==> src/rtl/el2_pkg.sv <==
// el2_pkg: shared trigger packet, tdata1 field positions, FSM states and CSR selects.
package el2_pkg;
  typedef struct packed {
    logic        select;
    logic        match;
    logic        store;
    logic        load;
    logic        execute;
    logic        m;
    logic [31:0] tdata2;
  } el2_trigger_pkt_t;
  localparam int TD1_DMODE = 27;
  localparam int TD1_HIT = 20;
  localparam int TD1_SELECT = 19;
  localparam int TD1_ACTION = 12;
  localparam int TD1_CHAIN = 11;
  localparam int TD1_MATCH = 7;
  localparam int TD1_M = 6;
  localparam int TD1_EXECUTE = 2;
  localparam int TD1_STORE = 1;
  localparam int TD1_LOAD = 0;
  localparam logic [31:0] TD1_TYPE = 32'h2000_0000;
  localparam logic [31:0] TD1_MASK = 32'h0818_18C7;
  typedef enum logic [1:0] {ARMED, HALT_PEND, DEBUG} trig_state_e;
  localparam logic [1:0] SEL_TSELECT = 2'd0;
  localparam logic [1:0] SEL_TDATA1 = 2'd1;
  localparam logic [1:0] SEL_TDATA2 = 2'd2;
endpackage

==> src/rtl/el2_trig_reg.sv <==
// el2_trig_reg: one trigger's tdata1/tdata2 flops with dmode write lock and sticky hit.
module el2_trig_reg
  import el2_pkg::*;
#(
  parameter bit CHAIN_OK = 1'b1
) (
  input  logic        clk,
  input  logic        rst,
  input  logic        dbg_mode,
  input  logic        wr1,
  input  logic        wr2,
  input  logic        hit_set,
  input  logic [31:0] wdata,
  output logic [31:0] tdata1,
  output logic [31:0] tdata2
);
  logic        lock;
  logic [31:0] wv;
  always_comb begin
    lock = tdata1[TD1_DMODE] & ~dbg_mode;
    wv = wdata & TD1_MASK;
    wv[TD1_CHAIN] = wv[TD1_CHAIN] & CHAIN_OK;
    wv[TD1_DMODE] = wv[TD1_DMODE] & dbg_mode;
  end
  // a same-cycle hit is ORed over the freshly written value
  always_ff @(posedge clk) begin
    if (rst) begin
      tdata1 <= '0;
      tdata2 <= '0;
    end else begin
      tdata1 <= ((wr1 & ~lock) ? wv : tdata1) | (32'(hit_set) << TD1_HIT);
      if (wr2 & ~lock) tdata2 <= wdata;
    end
  end
endmodule

==> src/rtl/el2_dec_trigger_ctl.sv <==
// el2_dec_trigger_ctl: trigger CSR state, chain qualification and debug/breakpoint fire FSM.
module el2_dec_trigger_ctl
  import el2_pkg::*;
#(
  parameter int NTRIG = 4
) (
  input  logic                               clk,
  input  logic                               rst,
  input  logic                               csr_wr_en,
  input  logic [1:0]                         csr_wr_sel,
  input  logic [31:0]                        csr_wdata,
  input  logic [1:0]                         csr_rd_sel,
  output logic [31:0]                        csr_rdata,
  input  logic                               dbg_mode,
  input  logic                               i0_commit,
  input  logic [NTRIG-1:0]                   dec_i0_trigger_match_d,
  input  logic [NTRIG-1:0]                   lsu_trigger_match_m,
  output el2_trigger_pkt_t [NTRIG-1:0]       trigger_pkt_any,
  output logic                               trig_fire_dbg,
  output logic                               trig_fire_brk,
  output logic [NTRIG-1:0]                   trig_hit_vec
);
  logic [1:0]       tselect;
  logic [31:0]      td1 [NTRIG];
  logic [31:0]      td2 [NTRIG];
  logic [NTRIG-1:0] raw, fire, act;
  logic             dbg_any, brk_any;
  trig_state_e      state, state_nxt;
  assign raw = (dec_i0_trigger_match_d & {NTRIG{i0_commit}}) | lsu_trigger_match_m;
  for (genvar i = 0; i < NTRIG; i++) begin : g_trig
    localparam int LO = i - i % 2;
    localparam int HI = LO + 1;
    logic ch;
    assign ch = td1[LO][TD1_CHAIN];
    assign fire[i] = (state == ARMED) & (ch ? raw[LO] & raw[HI] : raw[i]);
    assign act[i] = td1[ch ? HI : i][TD1_ACTION];
    el2_trig_reg #(.CHAIN_OK(i % 2 == 0)) u_reg (
      .clk      (clk),
      .rst      (rst),
      .dbg_mode (dbg_mode),
      .wr1      (csr_wr_en & (csr_wr_sel == SEL_TDATA1) & (tselect == 2'(i))),
      .wr2      (csr_wr_en & (csr_wr_sel == SEL_TDATA2) & (tselect == 2'(i))),
      .hit_set  (fire[i]),
      .wdata    (csr_wdata),
      .tdata1   (td1[i]),
      .tdata2   (td2[i])
    );
    assign trigger_pkt_any[i] = '{select: td1[i][TD1_SELECT], match: td1[i][TD1_MATCH],
                                  store: td1[i][TD1_STORE], load: td1[i][TD1_LOAD],
                                  execute: td1[i][TD1_EXECUTE], m: td1[i][TD1_M],
                                  tdata2: td2[i]};
  end
  assign dbg_any = |(fire & act);
  assign brk_any = |(fire & ~act);
  always_comb begin
    state_nxt = state;
    case (state)
      ARMED:     state_nxt = dbg_mode ? DEBUG : dbg_any ? HALT_PEND : ARMED;
      HALT_PEND: state_nxt = dbg_mode ? DEBUG : HALT_PEND;
      default:   state_nxt = dbg_mode ? DEBUG : ARMED;
    endcase
  end
  always_comb begin
    csr_rdata = csr_rd_sel == SEL_TSELECT ? {30'b0, tselect} :
                csr_rd_sel == SEL_TDATA1  ? td1[tselect] | TD1_TYPE :
                csr_rd_sel == SEL_TDATA2  ? td2[tselect] : '0;
  end
  always_ff @(posedge clk) begin
    if (rst) begin
      state <= ARMED;
      tselect <= '0;
      trig_fire_dbg <= 1'b0;
      trig_fire_brk <= 1'b0;
      trig_hit_vec <= '0;
    end else begin
      state <= state_nxt;
      if (csr_wr_en && csr_wr_sel == SEL_TSELECT && csr_wdata[31:2] == '0) tselect <= csr_wdata[1:0];
      trig_fire_dbg <= dbg_any;
      trig_fire_brk <= brk_any;
      trig_hit_vec <= fire;
    end
  end
endmodule

==> config.mk <==
export PLATFORM = sky130hd
export DESIGN_NAME = el2_dec_trigger_ctl
export DESIGN_NICKNAME = d
export VERILOG_FILES = /design/src/rtl/el2_pkg.sv /design/src/rtl/el2_trig_reg.sv /design/src/rtl/el2_dec_trigger_ctl.sv
export SDC_FILE = /design/constraint.sdc
export NUM_CORES = 1
export LEC_CHECK = 0
export CAP_MARGIN = 20
export CELL_PAD_IN_SITES_DETAIL_PLACEMENT = 1
export CELL_PAD_IN_SITES_GLOBAL_PLACEMENT = 1
export CORE_AREA = 2 2 154 156
export CTS_CLUSTER_SIZE = 30
export DETAILED_ROUTE_END_ITERATION = 10
export DIE_AREA = 0 0 156 158
export PLACE_DENSITY_LB_ADDON = 0.1
export SKIP_LAST_GASP = 1
export SLEW_MARGIN = 10
export SYNTH_ARGS = -nofsm -noshare
export SYNTH_HDL_FRONTEND = slang
export SYNTH_SLANG_ARGS = --single-unit
==> constraint.sdc <==
create_clock -name clk -period 2.8 [get_ports clk]
set_clock_uncertainty 0.1 [all_clocks]
set_input_delay 0.7 -clock clk [delete_from_list [all_inputs] [get_ports clk]]
set_output_delay 0.7 -clock clk [all_outputs]
set_load 0.05 [all_outputs]
# Word-level counts from Yosys, hierarchy flattened
# Cells that the tools add are included.
# Widths: inputs -> output; s select.
[word_totals]
inputBits = 49
output_inout_bits = 190
word_cells = 109
regBits = 266
[op_classes]
eq_ne = 8
order_cmp = 3
n_reduce_logical = 9
bitwise_logic = 46
muxes = 30
[op_table]
columns = ["op", "n"]
rows = [
  ["$mux 32", 11],
  ["$bmux 32 s2", 4],
  ["$or 32x21->32", 4],
  ["$ge 32x3->1 const B", 2],
  ["$mux 13", 4],
  ["$not 1->32", 1],
  ["$not 2->32", 1],
  ["$logic_not 30->1", 1],
  ["$and 1x1->1", 29],
  ["$and 4x4->4", 3],
  ["$eq 2x1->1 const B", 4],
  ["$eq 2x2->1 const B", 4],
  ["$logic_not 2->1", 4],
  ["$reduce_or 4->1", 2],
  ["$mux 1", 7],
  ["$mux 2", 3],
  ["$not 1->1", 5],
  ["$not 4->4", 1],
  ["$or 4x4->4", 1],
  ["$pmux 2 s2", 1],
  ["$ge 3x3->1 const B", 1],
  ["$not 2->3", 1],
  ["$logic_and 1x1->1", 2],
]

# Depth between registers and ports, before layout
[logic_depth]
depth_word = 10
depth_mapped = 7
ltp_nobuf = 4

# Cells and area by module
# From an unflattened synthesis, not the netlist that was laid out.
[hier_totals]
hier_cells = 1069
area_unflattened_um2 = 9648.0
[by_module_without_submodules]
columns = ["module", "area_each_um2", "cells_each", "seq_area_each_um2", "n_inst"]
rows = [
  ["el2_trig_reg (g_trig[0].u_reg ...)", 1806.7, 217, 840.8, 2],
  ["el2_trig_reg (g_trig[1].u_reg ...)", 1764.2, 213, 820.8, 2],
  ["el2_dec_trigger_ctl", 2506.2, 209, 200.2, 1],
]

# Least setup slack after synthesis
# No wires, ideal clock.
[synth_path]
kind = "reg2out"
start = "register tselect[0]"
end = "output port csr_rdata[1]"
t_arrival_ps = 2182
setup_slack_ps = -182
path_buffers = 2
required_time_ps = 2000
path_stages_with_launch = 6
path_cell_list = "dfxtp_1 buf_4 buf_2 mux4_2 mux2i_1 o21ai_0"
[synth_via]
elab_chain_len = 7
elab_cells_between_ends = 10
cone_classes = "9 x mux; 1 x bitwise"
[synth_lines]
columns = ["item", "line_no", "source"]
rows = [
  ["start, declared", "el2_dec_trigger_ctl.sv:23", "logic [1:0] tselect;"],
  ["start signal, assigned", "el2_dec_trigger_ctl.sv:77", "if (csr_wr_en && csr_wr_sel == SEL_TSELECT && csr_wdata[31:2] == '0) tselect <= csr_wdata[1:0];"],
  ["$not 2->3 (not written as such) *", "el2_dec_trigger_ctl.sv:65, el2_dec_trigger_ctl.sv:66", ""],
  ["$bmux 32 s2", "el2_dec_trigger_ctl.sv:66", "csr_rd_sel == SEL_TDATA2 ? td2[tselect] : '0;"],
  ["$mux 32 (not written as such) (2 in series)", "el2_dec_trigger_ctl.sv:66", ""],
  ["$mux 32", "el2_dec_trigger_ctl.sv:66", ""],
  ["$mux 32 *", "el2_dec_trigger_ctl.sv:65", "csr_rd_sel == SEL_TDATA1 ? td1[tselect] | TD1_TYPE :"],
  ["$mux 32 *", "el2_dec_trigger_ctl.sv:64", "csr_rdata = csr_rd_sel == SEL_TSELECT ? {30'b0, tselect} :"],
  ["end, declared", "el2_dec_trigger_ctl.sv:13", "output logic [31:0] csr_rdata,"],
]
# Mark *: on every way between the ends. The rest lies on a longest branch, timed or not. The select of a mux whose other input is x is not followed.

# Worst setup path in the final report
[layout_path]
start = "register tselect[1]"
end = "output port csr_rdata[20]"
# Same word-level chain as after synthesis.

==> qor.yml <==
leakage_nw: 4.16
hp-class: "reg2reg"
top_layer: "met4"
peakVddDrop_mv: 0.339
nets: 1145
synthCells: 853
wl_met1_mm: 13.1
post-place-ws_ns: -0.0587
final_core_utilization_pct: 52.1
start_util_pct: 34.2
initialDrtViolationCount: 330
tightest_slew_ns: 0.794
netSwitchingFraction_pct: 26.1
port-buffer-count: 238
overflow: 0
outcome: "complete, but fails checks"
synth_top_family_by_area: "multiplexers"
final_cells: 1399
final_max_slew_viol_count: 0
yosysSeqAreaShare_pct: 44.7
coreArea_sq_um: 23100
multiInputGateArea_sq_um: 3930
fin_crit_ns: 2.81
grt_max_degree: 100
failed_checks: "negative setup slack"
wl_met3_mm: 1.81
crit_type: "reg2out"
die-area_sq_um: 24600
start_kind: "flip-flop"
antenna_found_initial: 1
synth_compound_area_share_pct: 9.36
fmax_mhz: 355
rsz0062_at_grt: "yes"
grt_use_total_pct: 23.9
slew_headroom_pct: 47.0
combPwrFrac_pct: 10.1
p_switching_mw: 1.41
seq_area_sq_um: 3530
synth_edf_count: 0
wirelength_mm: 29.8
gp_congestion: 0.748
die_w_microns: 156
finalCritPeriodShare_pct: 100
met2WireLength_mm: 14.6
final_hold_viol_count: 0
cts.path.max_buffers: 2
clock_latency_ns: 0.43
synth_nets: 902
root_buffer: "clkbuf_16"
cp_max_fo: 7
endpoint: "csr_rdata[20]"
fp-row-count: 56
p_seq_share_pct: 47.1
vias: 7194
placed_cells: 1347
ys_seq_elements: 176
syn_to_final_growth_pct: 52.2
die_y_microns: 158
firstDrtPassIters: 4
drv_cap: 0
setup_violations: 3
worst-r2r-setup-slack_ns: 0.65
cts_tree: "done"
clkTransAtPathRegs_ns: 0.07
grt_pass1_wl_mm: 44.5
clockPowerShare_pct: 42.7
synth_top_flop_cell: "dfxtp_1"
drc: 0
yosys_warnings: 0
whs_ns: 0.372
cts-htree-levels: 4
hpwlAfterDp_mm: 20.5
synth_xor_area_share_pct: 0
n_fill_cell: 2543
reg2reg_depth: 7
synthDistinctLibCells: 44
synth_fa_ha_area_share_pct: 0
grt_pass1_vias: 7518
synth-simple-area-share_pct: 18.6
power.density_nw_per_um2: 451
worstSetupEndpointType: "output port"
async_reset_ff_share_pct: 0
cp.arrival_ns: 2.01
via_per_inst: 5.14
crit_required_ns: 2.00
ant_nets: 0
r2r_end: "g_trig[1].u_reg.tdata2[31]"
p_int_mw: 4.00
cts_made_buffers: 17
drive_gt1_share_pct: 18.6
synthMuxAreaShare_pct: 20.8
wl_per_cell_microns: 21.3
setup_tns_ns: -0.0196
netlist_area_sq_um: 7890
r2r_start: "tselect[0]"
fin_ws_ns: -0.0139
synth.avg_cell_area_sq_um: 9.25
crit_start: "tselect[1]"
pin_count: 239
cts_num_sinks: 176
Yosys cell counts, types with 3 or more instances:
library cell | count | area share (%)
clkbuf_1 | 40 | 1.9
buf_4 | 32 | 3.0
and2_1 | 22 | 1.7
nor4_1 | 9 | 0.71
or3_1 | 3 | 0.24
inv_1 | 4 | 0.19
nor2_1 | 72 | 3.4
nor3_1 | 4 | 0.25
a211o_1 | 3 | 0.33
a22o_1 | 7 | 0.78
mux4_2 | 40 | 11
nor2b_1 | 6 | 0.48
nand2_1 | 195 | 9.3
buf_2 | 21 | 1.3
a21oi_1 | 109 | 6.9
dfxtp_1 | 176 | 45
nand4_1 | 3 | 0.24
mux2i_1 | 72 | 9.1
stage by stage:
step	power (mW)	cell area [sq um]
5_1_grt	5.61	12000
3_3_place_gp	3.14	11100
4_1_cts	5.47	11800
2_1_floorplan	2.87	7890
3_5_place_dp	3.15	11100
6_report	5.42	12000
per-layer routing:
metal | global-route usage, % | vias up
li1 | - | 3394
met1 | 30.9 | 3605
met2 | 41.2 | 183
met3 | 5.23 | 12
met4 | 5.29 | 0
met5 | 0 | -
critical path: stages, from the launching register on:
cell and delay (ns):
dfxtp_4 0.46, buf_12 0.15, mux4_2 0.58, a22o_1 0.24, buf_12 0.15
power groups by stage:
| stage | clock network, mW | logic, mW | registers (mW) |
|---|---|---|---|
| after floorplan | 0 | 0.194 | 2.68 |
| after global routing | 2.47 | 0.581 | 2.56 |
| final | 2.31 | 0.548 | 2.55 |
| after global placement | 0 | 0.532 | 2.61 |
| after CTS | 2.37 | 0.552 | 2.55 |
| after detailed placement | 0 | 0.536 | 2.61 |
cells by family after synthesis:
kind of cell	Yosys count
compound gates	133
buf+inv	98
flops	176
mux	114
simple gates	332
cell usage in the layout, fill, tap and decap left out, types with 3 or more instances in the layout:
cell type and n:
clkdlybuf4s50_1 203, nand2_1 195, dfxtp_1 174, a21oi_1 108
mux2i_1 72, nor2_1 72, buf_4 52, buf_12 51
mux4_2 40, and2_1 19, clkbuf_16 18, nor4_1 8
a22o_1 7, clkinvlp_4 5, buf_6 5, inv_1 4
nor2b_1 4, and2_4 3, a211o_1 3, nand4_1 3
inv_8 3
state kept, by name, indices dropped and copies added (netlist names):
name                 count
g_trig.u_reg.tdata2    128
state                    2
trig_fire_brk            1
trig_fire_dbg            1
g_trig.u_reg.tdata1     38
trig_hit_vec             4
tselect                  2
cell type report:
class,instances,area share (%)
Tap cell,290,3.02
Clock inverter,12,1.06
Timing Repair Buffer,318,30.1
Clock buffer,19,3.61
Inverter,4,0.125
Multi-Input combinational cell,579,32.7
Antenna cell,1,0.0208
Sequential cell,176,29.4
worst min-delay path by stage:
stage                          startpoint                          to  slack (ns)  cells past startpoint
3_3_place_gp   g_trig[1].u_reg.tdata2[29]  g_trig[1].u_reg.tdata2[29]        0.36                      2
6_report       g_trig[1].u_reg.tdata2[29]  g_trig[1].u_reg.tdata2[29]        0.37                      2
4_1_cts         g_trig[3].u_reg.tdata2[1]   g_trig[3].u_reg.tdata2[1]        0.38                      2
3_5_place_dp    g_trig[3].u_reg.tdata2[1]   g_trig[3].u_reg.tdata2[1]        0.37                      2
2_1_floorplan                    state[0]                    state[0]        0.35                      2
5_1_grt         g_trig[3].u_reg.tdata2[1]   g_trig[3].u_reg.tdata2[1]        0.39                      2
what timing repair did:
item | CTS | global route
endpoints found under the hold margin | 0 | 0
gates cloned | 2 | 1
buffers inserted | 8 | 9
hold buffers | 0 | 0
pin swaps | 0 | 9
endpoints found under the setup margin | 32 | 20
resized for setup | 5 | 11
Power figures use the tool's default switching activity.
